[src/rtl/ram_rw_host.sv]
// Purpose : host-side initiator for the UART RAM loader protocol (CPU_RST/CPU_RUN/LOAD/DUMP).
// Latency : first protocol byte is valid 1 cycle after request accept; done_o 1 cycle after last handshake.
// Backpressure: single tx byte register reloads on handshake (no bubble); wr/rd streams follow tx/rx ready.
// Optional feature macro: CFG_READBACK_EN (read the config frame back and verify it before the DATA command).
module ram_rw_host #(
  parameter int XLEN = 32
) (
  input  logic            clk_i,
  input  logic            rst_n_i,
  input  logic            req_vld_i,
  output logic            req_rdy_o,
  input  logic [1:0]      req_op_i,
  input  logic [XLEN-1:0] req_addr_i,
  input  logic [XLEN-1:0] req_size_i,
  input  logic [7:0]      wr_data_i,
  input  logic            wr_vld_i,
  output logic            wr_rdy_o,
  output logic [7:0]      rd_data_o,
  output logic            rd_vld_o,
  input  logic            rd_rdy_i,
  output logic [7:0]      tx_data_o,
  output logic            tx_data_vld_o,
  input  logic            tx_data_rdy_i,
  input  logic [7:0]      rx_data_i,
  input  logic            rx_data_vld_i,
  output logic            rx_data_rdy_o,
  output logic            busy_o,
  output logic            done_o,
  output logic            err_o,
  output logic            fault_o
);

  // Request opcodes
  localparam logic [1:0] OP_RST  = 2'd0;
  localparam logic [1:0] OP_RUN  = 2'd1;
  localparam logic [1:0] OP_LOAD = 2'd2;

  // Protocol command bytes
  localparam logic [7:0] CMD_CPU_RST = 8'h2A;
  localparam logic [7:0] CMD_CPU_RUN = 8'h2B;
  localparam logic [7:0] CMD_CONF_WR = 8'h2C;
  localparam logic [7:0] CMD_DATA_WR = 8'h2E;
  localparam logic [7:0] CMD_DATA_RD = 8'h2F;
`ifdef CFG_READBACK_EN
  localparam logic [7:0] CMD_CONF_RD = 8'h2D;
`endif
  localparam logic [7:0] FAULT_BYTE  = 8'hEF;

  localparam logic [XLEN:0] CNT_ONE = 1;

  typedef enum logic [2:0] {
    ST_IDLE,
    ST_CMD,
    ST_CFG,
    ST_DATA_TX,
    ST_DATA_RX,
    ST_CHK_CMD,
    ST_CHK_RX
  } state_t;

  // What the byte currently held in CMD is for, i.e. where to go once it is accepted.
  // PH_LAST marks the final LOAD payload byte draining out of the tx register.
  typedef enum logic [1:0] {
    PH_SINGLE,
    PH_CONF,
    PH_DATA,
    PH_LAST
  } phase_t;

  state_t          r_state;
  state_t          w_state_nxt;
  phase_t          r_phase;
  phase_t          w_phase_nxt;
  logic [1:0]      r_op;
  logic [XLEN-1:0] r_addr;
  logic [XLEN-1:0] r_size;
  logic [XLEN:0]   r_cnt;
  logic [7:0]      r_tx_dat;
  logic            r_tx_vld;
  logic            r_done;
  logic            r_err;
  logic            r_fault;

  logic            w_req_hs;
  logic            w_tx_hs;
  logic            w_tx_free;
  logic            w_wr_hs;
  logic            w_rx_hs;
  logic            w_cnt_last;
  logic [2*XLEN-1:0] w_cfg_frame;
  logic [2:0]      w_cfg_idx_nxt;
  logic [7:0]      w_cfg_nxt;
  logic [7:0]      w_data_cmd;

  logic            w_tx_ld;
  logic [7:0]      w_tx_ld_dat;
  logic            w_cnt_clr;
  logic            w_cnt_inc;
  logic            w_done_set;
  logic            w_err_set;

`ifdef CFG_READBACK_EN
  logic            r_mis;
  logic [7:0]      w_cfg_cur;
  logic            w_mis_now;
`endif

  // Handshakes and shared decode
  assign w_req_hs      = req_vld_i & req_rdy_o;
  assign w_tx_hs       = r_tx_vld & tx_data_rdy_i;
  assign w_tx_free     = ~r_tx_vld | tx_data_rdy_i;
  assign w_wr_hs       = wr_vld_i & wr_rdy_o;
  assign w_rx_hs       = rx_data_vld_i & rx_data_rdy_o;
  // Extra counter bit lets size = all-ones be reached without wrapping to zero.
  assign w_cnt_last    = (r_cnt == {1'b0, r_size});
  // Config frame goes out little-endian: addr bytes 0..3, then size bytes 0..3.
  assign w_cfg_frame   = {r_size, r_addr};
  assign w_cfg_idx_nxt = r_cnt[2:0] + 3'd1;
  assign w_cfg_nxt     = w_cfg_frame[{w_cfg_idx_nxt, 3'b000} +: 8];
  assign w_data_cmd    = (r_op == OP_LOAD) ? CMD_DATA_WR : CMD_DATA_RD;

`ifdef CFG_READBACK_EN
  assign w_cfg_cur     = w_cfg_frame[{r_cnt[2:0], 3'b000} +: 8];
  assign w_mis_now     = r_mis | (rx_data_i != w_cfg_cur);
`endif

  assign tx_data_o     = r_tx_dat;
  assign tx_data_vld_o = r_tx_vld;
  assign rd_data_o     = rx_data_i;
  assign done_o        = r_done;
  assign err_o         = r_err;
  assign fault_o       = r_fault;

  // State register
  always_ff @(posedge clk_i or negedge rst_n_i) begin
    if (!rst_n_i) begin
      r_state <= ST_IDLE;
      r_phase <= PH_SINGLE;
    end else begin
      r_state <= w_state_nxt;
      r_phase <= w_phase_nxt;
    end
  end

  // Next-state logic plus the load/count/flag strobes for the datapath
  always_comb begin
    w_state_nxt = r_state;
    w_phase_nxt = r_phase;
    w_tx_ld     = 1'b0;
    w_tx_ld_dat = 8'h00;
    w_cnt_clr   = 1'b0;
    w_cnt_inc   = 1'b0;
    w_done_set  = 1'b0;
    w_err_set   = 1'b0;
    case (r_state)
      ST_IDLE: begin
        if (w_req_hs) begin
          w_tx_ld     = 1'b1;
          w_state_nxt = ST_CMD;
          case (req_op_i)
            OP_RST: begin
              w_tx_ld_dat = CMD_CPU_RST;
              w_phase_nxt = PH_SINGLE;
            end
            OP_RUN: begin
              w_tx_ld_dat = CMD_CPU_RUN;
              w_phase_nxt = PH_SINGLE;
            end
            default: begin
              w_tx_ld_dat = CMD_CONF_WR;
              w_phase_nxt = PH_CONF;
            end
          endcase
        end
      end
      ST_CMD: begin
        if (w_tx_hs) begin
          case (r_phase)
            PH_CONF: begin
              w_tx_ld     = 1'b1;
              w_tx_ld_dat = w_cfg_frame[7:0];
              w_cnt_clr   = 1'b1;
              w_state_nxt = ST_CFG;
            end
            PH_DATA: begin
              w_cnt_clr   = 1'b1;
              w_state_nxt = (r_op == OP_LOAD) ? ST_DATA_TX : ST_DATA_RX;
            end
            default: begin
              w_done_set  = 1'b1;
              w_state_nxt = ST_IDLE;
            end
          endcase
        end
      end
      ST_CFG: begin
        if (w_tx_hs) begin
          w_tx_ld = 1'b1;
          if (r_cnt[2:0] != 3'd7) begin
            w_tx_ld_dat = w_cfg_nxt;
            w_cnt_inc   = 1'b1;
          end else begin
`ifdef CFG_READBACK_EN
            w_tx_ld_dat = CMD_CONF_RD;
            w_state_nxt = ST_CHK_CMD;
`else
            w_tx_ld_dat = w_data_cmd;
            w_phase_nxt = PH_DATA;
            w_state_nxt = ST_CMD;
`endif
          end
        end
      end
      ST_DATA_TX: begin
        if (w_wr_hs) begin
          w_tx_ld     = 1'b1;
          w_tx_ld_dat = wr_data_i;
          w_cnt_inc   = 1'b1;
          // Last payload byte is in flight; CMD/PH_LAST waits for it to drain.
          if (w_cnt_last) begin
            w_phase_nxt = PH_LAST;
            w_state_nxt = ST_CMD;
          end
        end
      end
      ST_DATA_RX: begin
        if (w_rx_hs) begin
          w_cnt_inc = 1'b1;
          if (w_cnt_last) begin
            w_done_set  = 1'b1;
            w_state_nxt = ST_IDLE;
          end
        end
      end
`ifdef CFG_READBACK_EN
      ST_CHK_CMD: begin
        if (w_tx_hs) begin
          w_cnt_clr   = 1'b1;
          w_state_nxt = ST_CHK_RX;
        end
      end
      ST_CHK_RX: begin
        if (w_rx_hs) begin
          w_cnt_inc = 1'b1;
          if (r_cnt[2:0] == 3'd7) begin
            if (w_mis_now) begin
              // Target holds a different config: abort before any DATA command.
              w_err_set   = 1'b1;
              w_done_set  = 1'b1;
              w_state_nxt = ST_IDLE;
            end else begin
              w_tx_ld     = 1'b1;
              w_tx_ld_dat = w_data_cmd;
              w_phase_nxt = PH_DATA;
              w_state_nxt = ST_CMD;
            end
          end
        end
      end
`endif
      default: w_state_nxt = ST_IDLE;
    endcase
    // Bytes arriving while we are only transmitting are unexpected.
    if (w_rx_hs && (r_state != ST_IDLE) && (r_state != ST_DATA_RX) && (r_state != ST_CHK_RX)) begin
      w_err_set = 1'b1;
    end
  end

  // Stream-side outputs decoded from the current state
  always_comb begin
    req_rdy_o     = (r_state == ST_IDLE);
    busy_o        = (r_state != ST_IDLE);
    wr_rdy_o      = (r_state == ST_DATA_TX) & w_tx_free;
    rd_vld_o      = (r_state == ST_DATA_RX) & rx_data_vld_i;
    rx_data_rdy_o = (r_state == ST_DATA_RX) ? rd_rdy_i : 1'b1;
  end

  // Request latch, tx byte register, byte counter and status flags
  always_ff @(posedge clk_i or negedge rst_n_i) begin
    if (!rst_n_i) begin
      r_op     <= OP_RST;
      r_addr   <= '0;
      r_size   <= '0;
      r_cnt    <= '0;
      r_tx_dat <= 8'h00;
      r_tx_vld <= 1'b0;
      r_done   <= 1'b0;
      r_err    <= 1'b0;
      r_fault  <= 1'b0;
    end else begin
      if (w_req_hs) begin
        r_op   <= req_op_i;
        r_addr <= req_addr_i;
        r_size <= req_size_i;
      end
      if (w_tx_ld) begin
        r_tx_dat <= w_tx_ld_dat;
        r_tx_vld <= 1'b1;
      end else if (w_tx_hs) begin
        r_tx_vld <= 1'b0;
      end
      if (w_cnt_clr) begin
        r_cnt <= '0;
      end else if (w_cnt_inc) begin
        r_cnt <= r_cnt + CNT_ONE;
      end
      r_done  <= w_done_set;
      r_fault <= (r_state == ST_IDLE) & rx_data_vld_i & (rx_data_i == FAULT_BYTE);
      if (w_req_hs) begin
        r_err <= 1'b0;
      end else if (w_err_set) begin
        r_err <= 1'b1;
      end
    end
  end

`ifdef CFG_READBACK_EN
  // Accumulates any readback byte that differs from the latched frame
  always_ff @(posedge clk_i or negedge rst_n_i) begin
    if (!rst_n_i) begin
      r_mis <= 1'b0;
    end else if (r_state == ST_CHK_CMD) begin
      r_mis <= 1'b0;
    end else if ((r_state == ST_CHK_RX) && w_rx_hs) begin
      r_mis <= w_mis_now;
    end
  end
`endif

endmodule

[config.mk]
export PLATFORM = sky130hd
export DESIGN_NAME = ram_rw_host
export DESIGN_NICKNAME = d
export VERILOG_FILES = /design/src/rtl/ram_rw_host.sv
export SDC_FILE = /design/constraint.sdc
export NUM_CORES = 1
export LEC_CHECK = 0
export CAP_MARGIN = 20
export CELL_PAD_IN_SITES_DETAIL_PLACEMENT = 0
export CELL_PAD_IN_SITES_GLOBAL_PLACEMENT = 1
export CORE_UTILIZATION = 43
export CTS_CLUSTER_SIZE = 24
export DETAILED_ROUTE_END_ITERATION = 6
export GPL_TIMING_DRIVEN = 0
export PLACE_DENSITY = 0.82
export RECOVER_POWER = 100
export SLEW_MARGIN = 40
export SYNTH_ARGS = -nofsm -noshare
export SYNTH_HDL_FRONTEND = slang
export SYNTH_SLANG_ARGS = --single-unit
[constraint.sdc]
create_clock -name clk_i -period 4.9 [get_ports clk_i]
set_clock_uncertainty 0.2 [all_clocks]
set_input_delay 1.47 -clock clk_i [delete_from_list [all_inputs] [get_ports clk_i]]
set_output_delay 1.47 -clock clk_i [all_outputs]
set_load 0.005 [all_outputs]
==> results.md <==
- Outcome: finished with violations
- Failing checks: capacitance limit, slew limit
- Largest family of logic cells by synthesized area: simple AND/OR/NAND/NOR gates
- Synth Area in Compound Gates: approximately 8.4%
- Max-slew violations: 62
- Final Cycle Share: a little under 100%
- P per Cell Area: 287 nW/um^2
- Routed wire per std cell: 19.3 um
- Slowest library cell on the worst path: dlygate4sd3_1
- Final nets: 925
- Layout cells sized above 1: 9.24%
- Total gr overflow: 0
- CP cell instances: dlygate4sd3_1 -> or3_1 -> dlygate4sd3_1
- 1st-pass router iterations: 6
- RSZ-0062 raised after global routing: no
- CP arrival: around 3000 ps
- Synth async-reset ratio: between 90% and 100%
- DR iter-0 viols: 522
- Port Buffer Count: about 110
- Synth cell types: 56
- Routed WL: just under 20000 um
- P_sw: approximately 0.5 mW
- Syn Area/Cell: 9.13 um^2
- Num CTS Buffers: 17
- Startpoint Class: input port
- # hold bufs at CTS: 0
- Reg clk slew, reported paths: 50 ps
- Logic pwr share: 4.6%
- Most frequent cell after synthesis: nand2_1
- Resized cells post-CTS: 0
- Via/cell ratio: 5.61
- Boundary Pins: 114
- Setup repair bufs after CTS: 0
- Design Power: 2.41 mW
- Vias in the first global route: 5565
- Max Freq: 212 MHz
- Simple-Gate Fraction of Synth Area: 25.7%
- Diodes inserted: 0
- Setup CP Type: in -> out
- Syn-to-layout area delta: 31.3%
- Final Hold Vio Count: 0
- Drt drc: 0
- Antenna Violating Nets Remaining: 0
- Root buf cell: clkbuf_16
- Yosys reg bits: 116
- CTS tree: yes
- Register area share after synthesis: a little under half
- Final std cells w/o fill: 1028
- Initial antenna violation count: 0
- Die X: about 120 um
- Total track usage: 27.5%
- Die Ht: 124 um
- Number of buffers and inverters on the critical path: 2
- Delay-heaviest family, CP: buffers and inverters
- Adder-Cell Fraction of Synth Area: 0.784%
- Syn_nets: 792
- Post-synth top area cell: dfrtp_1
- Post-Synth XOR/XNOR Area: 7.41%
- Most used cell, CP: dlygate4sd3_1
- Vias: between 5000 and 6000
- Starting Density: 43.9%
- First-pass GRT wire length: 30800 um
- Max cap viols: 2
- Synthesized area: 6380 um^2
- Core Region: 14500 um^2
- Critical Path End Type: primary output
- Fin crit period: 4710 ps
- Gpl congestion: around 0.9
- Peak VDD IR: about 0.28 mV
- Crit path max fanout: 3
- H-tree depth: 4
- Power share of the sequential group: between 30% and 40%
- Hold Crit Class: reg -> reg
- Hpwl dp: approximately 15000 um
- Post-synth EDFFs: 0
- Clk sinks: 116
- Placed Cells incl. Taps: 997
- Worst slew margin: -95.2%
- Share of the synthesized area in the top cell type: ~45%
- Least-Margin Pin Slew: 2930 ps
- Top cells by area, synth: dfrtp_1 (45%), nand2_1 (13%), xnor2_1 (7.4%)
- Syn Inst Count: 699
- Max clock buf depth: 2
- Req. time, crit path: 3230 ps
- Max incr delay on CP: 600 ps
- Die Footprint: 15300 um^2
- Internal power: 1.91 mW
- Clock power frac: 55.6%
- Switch share: 20.7%
- Row count: 44
- Clock Latency Late Sink: 430 ps
- Largest net degree at the start of global routing: between 60 and 70
- Synth top cells by count: nand2_1 (229), dfrtp_1 (116), xnor2_1 (54)
- Top_reg_cell synth: dfrtp_1
- Setup Viol. Count Final: 0
- Post-synthesis mux area share: under 10%
- Synthesis Warnings: 0
- Pleak: 3.77 nW
-- flip-flops by register name (all words and copies together), names as in the netlist, 2 cells and up --
| signal | flops |
|---|---|
| r_addr | 32 |
| r_size | 32 |
| tx_data_o | 8 |
| r_state | 3 |
| r_cnt | 33 |
| r_op | 2 |
| r_phase | 2 |
-- routing by layer --
layer / vias up / share of wire, % / GRT usage [%]
li1: 2688 / - / -
met1: 2796 / 44 / 36.8
met2: 242 / 47 / 43.3
met3: 37 / 6.7 / 6.82
met4: 0 / 2.2 / 9.56
met5: - / 0 / 0
-- cell families (layout without fill, tap and decap cells) --
logic type      Yosys count  in the layout
xor+xnor                 54             54
fa+ha+maj                 4              4
simple gates            358            358
buf+inv                  59            204
flops                   116            116
mux                      29             29
compound gates           79             79
-- area by class of cell --
cell class / count / area [um^2]
tap: 184 / 230
inverter: 11 / 41.3
clock buffer: 20 / 457
buffer: 48 / 229
sequential: 116 / 2900
fill: 1289 / 6150
clock inverter: 11 / 175
timing repair buffer: 114 / 1150
multi-input combinational: 524 / 3200
-- worst reg2reg max path, cell delays in order (launching register included) --
cell and delay (ps):
dfrtp_1 500, clkbuf_1 720, clkbuf_1 590, nand4_1 510, a2111oi_0 770, xnor2_1 200, nor2_1 60
-- stage by stage --
step | setup TNS, ps | utilization [%] | area [um^2] | worst slack [ps] | hold WS, ps
after global placement | -281130 | 53.3 | 7740 | -2430 | 255
after CTS | 0 | 57.9 | 8420 | 316 | 275
after detailed placement | 0 | 53.6 | 7790 | 313 | 261
final | 0 | 57.7 | 8380 | 188 | 275
after floorplan | 0 | - | 6380 | 1380 | 240
after global routing | 0 | 57.7 | 8380 | 145 | 291
-- placed cells by master (no fill, tap or decap), types with 4 or more instances in the layout --
master	count
and4_1	6
a211oi_1	10
nand2b_1	6
a21oi_1	16
or3_1	9
nor2_1	28
nand3_1	18
ha_1	4
clkbuf_16	17
mux2_2	9
nand2_1	229
dlygate4sd3_1	28
nor3_1	6
xnor2_1	54
bufinv_16	4
clkbuf_1	34
clkdlybuf4s50_1	84
mux4_2	16
and3_1	4
dfrtp_1	116
o21ai_0	20
a2111oi_0	11
buf_4	8
inv_1	11
nand4_1	25
-- power groups by stage --
stage	combinational [mW]	sequential [mW]	clock, mW
floorplan	0.00755	0.976	0
global placement	0.110	0.976	0
detailed placement	0.114	0.975	0
CTS	0.115	0.958	1.35
global route	0.120	0.958	1.40
finish	0.110	0.959	1.34
-- path summary, 6_finish.rpt --
path | cells past startpoint | to | start | slack (ps)
min reg2reg | 2 | r_addr[10]$_DFFE_PN0N_ | r_addr[10]$_DFFE_PN0N_ | 270
min | 2 | r_addr[10]$_DFFE_PN0N_ | r_addr[10]$_DFFE_PN0N_ | 270
max reg2reg | 6 | r_cnt[23]$_DFFE_PN0P_ | r_cnt[0]$_DFFE_PN0P_ | 1220
max | 3 | rx_data_rdy_o | rd_rdy_i | 190
max in group asynchronous | 1 | r_size[5]$_DFFE_PN0N_ | rst_n_i | 1040
min in group asynchronous | 1 | r_cnt[14]$_DFFE_PN0P_ | rst_n_i | 1790
No activity file was read; power rests on OpenSTA's default activity.
